$ cat config.mk
export PLATFORM = sky130hd
export DESIGN_NAME = chunked_serial_adder
export DESIGN_NICKNAME = d
export VERILOG_FILES = /design/src/rtl/serial_adder_pkg.sv /design/src/rtl/chunk_adder.sv /design/src/rtl/chunked_serial_adder.sv
export SDC_FILE = /design/constraint.sdc
export NUM_CORES = 1
export LEC_CHECK = 0
export CAP_MARGIN = 20
export CORE_MARGIN = 2
export CORE_UTILIZATION = 30
export DETAILED_ROUTE_END_ITERATION = 10
export PLACE_DENSITY = 0.61
export RECOVER_POWER = 100
export SETUP_SLACK_MARGIN = 0.02
export SYNTH_ARGS = -nofsm -noshare
export SYNTH_HDL_FRONTEND = slang
export SYNTH_SLANG_ARGS = --single-unit
$ cat constraint.sdc
create_clock -name clk -period 2.1 [get_ports clk]
set_clock_uncertainty 0.1 [all_clocks]
set_input_delay 0.63 -clock clk [delete_from_list [all_inputs] [get_ports clk]]
set_output_delay 0.63 -clock clk [all_outputs]
set_load 0.05 [all_outputs]
$ cat src/rtl/serial_adder_pkg.sv
// -----------------------------------------------------------------------------
// serial_adder_pkg
// Shared definitions for the chunked serial adder:
//   state_t       - control FSM encoding (IDLE, RUN, DONE), 2 bits
//   calc_nchunk   - number of clock cycles (chunks) per operation
//   params_legal  - WIDTH/CHUNK legality check used at elaboration
// -----------------------------------------------------------------------------
package serial_adder_pkg;

    typedef enum logic [1:0] {
        IDLE = 2'd0,
        RUN  = 2'd1,
        DONE = 2'd2
    } state_t;

    function automatic int calc_nchunk(input int width, input int chunk);
        return width / chunk;
    endfunction

    // CHUNK must be at least one bit, no wider than the operand, and divide it.
    function automatic bit params_legal(input int width, input int chunk);
        return (chunk >= 1) && (chunk <= width) && ((width % chunk) == 0);
    endfunction

endpackage

$ cat src/rtl/chunk_adder.sv
// -----------------------------------------------------------------------------
// chunk_adder
// Combinational CHUNK-bit ripple-carry adder built from full-adder cells.
// Ports:
//   a, b  [CHUNK-1:0]  addend slices
//   cin                carry into bit 0
//   s     [CHUNK-1:0]  sum slice
//   cout               carry out of bit CHUNK-1
// -----------------------------------------------------------------------------
module chunk_adder #(
    parameter int CHUNK = 2
) (
    input  logic [CHUNK-1:0] a,
    input  logic [CHUNK-1:0] b,
    input  logic             cin,
    output logic [CHUNK-1:0] s,
    output logic             cout
);

    logic [CHUNK:0] c;

    assign c[0] = cin;

    for (genvar i = 0; i < CHUNK; i++) begin : g_fa
        assign s[i]   = a[i] ^ b[i] ^ c[i];
        assign c[i+1] = (a[i] & b[i]) | (c[i] & (a[i] ^ b[i]));
    end

    assign cout = c[CHUNK];

endmodule

$ cat src/rtl/chunked_serial_adder.sv
// -----------------------------------------------------------------------------
// chunked_serial_adder
// Multi-cycle WIDTH-bit adder computing ip1 + ip2 + c_in, CHUNK bits per clock,
// with the carry registered between chunks.
//
// Handshake: a transfer happens on a rising edge where valid and ready are both
// 1. in_ready is high only in IDLE; out_valid is high only in DONE, and sum /
// c_out stay frozen there until out_ready is seen. Both flags decode registered
// state, so neither depends combinationally on the other side.
//
// Ports:
//   clk, rst_n         rising-edge clock, synchronous active-low reset
//   in_valid/in_ready  operand handshake
//   ip1, ip2, c_in     operands and carry-in, sampled on acceptance
//   out_valid/out_ready result handshake
//   sum, c_out         registered result and carry-out of the MSB
//   state_dbg          current FSM state (serial_adder_pkg::state_t encoding)
// Optional (macro SERIAL_ADDER_SUB_EN):
//   sub                1 = compute ip1 - ip2 (B captured as ~ip2, carry-in 1)
//   ovf                registered signed overflow of the last operation
// -----------------------------------------------------------------------------
module chunked_serial_adder
    import serial_adder_pkg::*;
#(
    parameter int WIDTH = 8,
    parameter int CHUNK = 2
) (
    input  logic             clk,
    input  logic             rst_n,
    input  logic             in_valid,
    output logic             in_ready,
    input  logic [WIDTH-1:0] ip1,
    input  logic [WIDTH-1:0] ip2,
    input  logic             c_in,
`ifdef SERIAL_ADDER_SUB_EN
    input  logic             sub,
    output logic             ovf,
`endif
    output logic             out_valid,
    input  logic             out_ready,
    output logic [WIDTH-1:0] sum,
    output logic             c_out,
    output logic [1:0]       state_dbg
);

    localparam int NCHUNK = calc_nchunk(WIDTH, CHUNK);
    localparam int IDXW   = (NCHUNK > 1) ? $clog2(NCHUNK) : 1;
    localparam logic [IDXW-1:0] LAST_IDX = IDXW'(NCHUNK - 1);

    if (!params_legal(WIDTH, CHUNK)) begin : g_bad_params
        $error("chunked_serial_adder: CHUNK must be 1..WIDTH and divide WIDTH");
    end

    state_t            state;
    state_t            state_nx;
    logic [WIDTH-1:0]  a_sh;
    logic [WIDTH-1:0]  b_sh;
    logic              carry;
    logic [IDXW-1:0]   idx;
    logic [WIDTH-1:0]  b_load;
    logic              cin_load;
    logic [CHUNK-1:0]  ch_s;
    logic              ch_cout;
    logic [WIDTH-1:0]  sum_nx;
    logic              last_chunk;

`ifdef SERIAL_ADDER_SUB_EN
    // Operand sign bits are consumed by the shifters, so keep a copy for ovf.
    logic a_msb;
    logic b_msb;

    assign b_load   = sub ? ~ip2 : ip2;
    assign cin_load = sub ? 1'b1 : c_in;
`else
    assign b_load   = ip2;
    assign cin_load = c_in;
`endif

    chunk_adder #(
        .CHUNK(CHUNK)
    ) u_chunk (
        .a    (a_sh[CHUNK-1:0]),
        .b    (b_sh[CHUNK-1:0]),
        .cin  (carry),
        .s    (ch_s),
        .cout (ch_cout)
    );

    // New chunk enters at the MSB end; after NCHUNK shifts the first chunk has
    // reached bit 0. Written with shifts so CHUNK == WIDTH needs no special case.
    assign sum_nx     = (sum >> CHUNK) | (WIDTH'(ch_s) << (WIDTH - CHUNK));
    assign last_chunk = (idx == LAST_IDX);

    assign in_ready  = (state == IDLE);
    assign out_valid = (state == DONE);
    assign state_dbg = state;

    // ---------------- FSM ----------------
    always_ff @(posedge clk) begin
        if (!rst_n) begin
            state <= IDLE;
        end else begin
            state <= state_nx;
        end
    end

    always_comb begin
        state_nx = state;
        case (state)
            IDLE:    if (in_valid)   state_nx = RUN;
            RUN:     if (last_chunk) state_nx = DONE;
            DONE:    if (out_ready)  state_nx = IDLE;
            default: state_nx = IDLE;
        endcase
    end

    // ---------------- Datapath ----------------
    always_ff @(posedge clk) begin
        if (!rst_n) begin
            a_sh  <= '0;
            b_sh  <= '0;
            carry <= 1'b0;
            idx   <= '0;
            sum   <= '0;
            c_out <= 1'b0;
`ifdef SERIAL_ADDER_SUB_EN
            a_msb <= 1'b0;
            b_msb <= 1'b0;
            ovf   <= 1'b0;
`endif
        end else begin
            case (state)
                IDLE: begin
                    if (in_valid) begin
                        a_sh  <= ip1;
                        b_sh  <= b_load;
                        carry <= cin_load;
                        idx   <= '0;
`ifdef SERIAL_ADDER_SUB_EN
                        a_msb <= ip1[WIDTH-1];
                        b_msb <= b_load[WIDTH-1];
`endif
                    end
                end
                RUN: begin
                    a_sh  <= a_sh >> CHUNK;
                    b_sh  <= b_sh >> CHUNK;
                    sum   <= sum_nx;
                    carry <= ch_cout;
                    idx   <= idx + IDXW'(1);
                    if (last_chunk) begin
                        c_out <= ch_cout;
`ifdef SERIAL_ADDER_SUB_EN
                        // Top bit of the final chunk becomes the sum MSB.
                        ovf <= (a_msb == b_msb) && (ch_s[CHUNK-1] != a_msb);
`endif
                    end
                end
                default: begin
                end
            endcase
        end
    end

endmodule

==> impl_metrics.json <==
{
  "outcome": "finished clean",
  "port_buffers": 33,
  "power_density_mw_per_mm2": 768,
  "yosys.cell_count.top_type": "dfxtp_1",
  "grtUsageTotal": 0.127,
  "layout-drive-gt1-share": 0.156,
  "rsz0062_at_grt": "no",
  "setup_tns_ps": 0,
  "die_h_um": 69.9,
  "wl_met2_mm": 1.41,
  "synth_ff_type": "dfxtp_1",
  "r2r_end": "carry",
  "wl_met1_mm": 1.23,
  "endpoint_kind": "flip-flop",
  "synth_top_area_cell": "dfxtp_1",
  "grt-ovfl-total": 0,
  "ff2ff_setup_slack_ps": 260,
  "floorplan.initialDensity": 0.318,
  "timing.critical_path.required_ps": 2200,
  "place_area_mm2": 0.00169,
  "post_cts_buffers": 0,
  "ant_nets": 0,
  "cp_max_fo": 8,
  "clock_latency_ps": 270,
  "grt_pass1_vias": 1127,
  "io-pin-count": 34,
  "rows": 23,
  "drtPass1Iterations": 4,
  "setup_slack_ps": 194,
  "synthToLayoutAreaGrowth_pct": 28.5,
  "place_hpwl_mm": 2.21,
  "gp_congestion": 0.729,
  "cts_inserted_buffers": 5,
  "multiInputGateArea_um2": 554,
  "wl_met3_um": 118,
  "post-place-ws_ps": -13.1,
  "hold_viol": 0,
  "antenna_found_initial": 0,
  "final_nets": 192,
  "wl_mm": 2.82,
  "synth_area_mm2": 0.00130,
  "crit_path_start": "in_valid",
  "reg2regPathDepth": 5,
  "synth_edf_count": 0,
  "synthTopCellsByArea": "dfxtp_1 46%, o221a_2 6.9%, a221oi_2 4.6%",
  "cts.path.max_buffers": 2,
  "vias": 1066,
  "slew_viol_final": 0,
  "postCtsHoldBufs": 0,
  "cts_max_level": 2,
  "syn_avg_cell_area_um2": 10.0,
  "clkSinkCount": 30,
  "p_leak_nw": 0.638,
  "endpoint": "b_sh[7]",
  "worst_setup_path_start_kind": "input port",
  "fin_crit_sh": 0.907,
  "coreArea_mm2": 0.00409,
  "fillers": 417,
  "synth_top_area_frac": 0.462,
  "tightest_slew_ps": 614,
  "final_util": 0.409,
  "hold_path_class": "flip-flop to flip-flop",
  "synth_cell_types": 26,
  "fin_area_mm2": 0.00167,
  "synth_warnings": 0,
  "grt_pass1_wl_mm": 4.99,
  "timing.fmax_mhz": 525,
  "cts_tree": "yes",
  "syn_nets": 154,
  "seq_area_um2": 601,
  "top_layer": "met4",
  "final_cells": 217,
  "worstSetupPathType": "input port to flip-flop",
  "ctsRootBufferMaster": "clkbuf_8",
  "ys_seq_area_frac": 0.462,
  "dieArea_mm2": 0.00488,
  "first_iter_violations": 32,
  "arrival_ps": 2010,
  "path_clk_slew_ps": 60,
  "drc": 0,
  "slew-limit-headroom": 0.593,
  "synth-async-reset-ratio": 0,
  "netlist_instances": 130,
  "viasPerCell": 4.91,
  "setup_viol": 0,
  "cts-resized-gates": 0,
  "period_minus_slack_ps": 1910,
  "r2r_start": "a_sh[0]",
  "drv_cap": 0,
  "dieWidth_um": 69.9,
  "vdd_ir_drop_max_mv": 0.274,
  "grt_start_max_net_pins": 19,
  "ys_ff_latch": 30,
  "diodes": 0,
  "dp.cells": 211,
  "synth_common_cells": "30 x dfxtp_1, 13 x nand2_1, 12 x inv_1, 12 x nor2_1",
  "wire_per_inst_um": 13.0
}
-- cell families after synthesis --
kind of cell,after synthesis,synth area share
fa+ha+maj,3,0.0404
buf+inv,22,0.0981
compound gates,43,0.274
flops,30,0.462
mux,2,0.0154
simple gates,30,0.111
-- state kept, by name (all words and copies together) (netlist names) --
name / count
b_sh: 8
a_sh: 8
sum: 8
state_dbg: 2
carry: 1
c_out: 1
idx: 2
-- how the worst min path moves through the flow --
stage / startpoint / to / slack, ps / cells past startpoint
2_1_floorplan: carry / carry / 340 / 2
3_3_place_gp: sum[0] / sum[0] / 340 / 2
3_5_place_dp: sum[0] / sum[0] / 350 / 2
4_1_cts: sum[0] / sum[0] / 360 / 2
5_1_grt: sum[0] / sum[0] / 380 / 2
6_report: sum[0] / sum[0] / 350 / 2
-- worst max-delay path: stages --
cell and delay (ps):
dlygate4sd3_1 610, nor3b_2 260, clkbuf_2 270, a22oi_1 120, nor2_1 110
-- through the flow --
stage	total power [mW]	hold slack (ps)
2_1_floorplan	0.788	345
3_3_place_gp	0.867	344
3_5_place_dp	0.878	348
4_1_cts	1.32	356
5_1_grt	1.35	378
6_report	1.28	352
-- cell usage in the layout (no fill, tap or decap), drive strengths merged --
cell           netlist  layout
mux2i                2       2
a311oi               1       1
ha                   1       1
o21ai                4       4
o21bai               1       1
clkinv               1       1
fa                   2       2
dlygate4sd3          0       2
nor3b                1       1
inv                 12      12
nand2               13      13
a211oi               2       2
o21a                 8       8
nor3                 1       1
nor2                12      12
a221o                1       1
clkbuf               2      21
o221a                8       8
a21oi                8       8
clkdlybuf4s50        0      18
nor2b                2       2
dfxtp               30      30
nand2b               1       1
a22oi                6       6
buf                  7       5
a221oi               4       4
-- per-layer routing --
metal	global-route usage	vias to the layer above
li1	-	532
met1	0.148	503
met2	0.223	24
met3	0.0317	7
met4	0.0513	0
met5	0	-
-- power by group --
part	switching (mW)	internal, mW
clock	0.191	0.252
combinational	0.117	0.0972
sequential	0.0214	0.606
total	0.330	0.955
-- final cells by class --
cell class / instances / area share
Tap cell: 50 / 0.0374
Multi-Input combinational cell: 78 / 0.332
Sequential cell: 30 / 0.359
Timing Repair Buffer: 40 / 0.193
Clock buffer: 6 / 0.0494
Inverter: 13 / 0.0292
(Power assumes the default switching activity.)
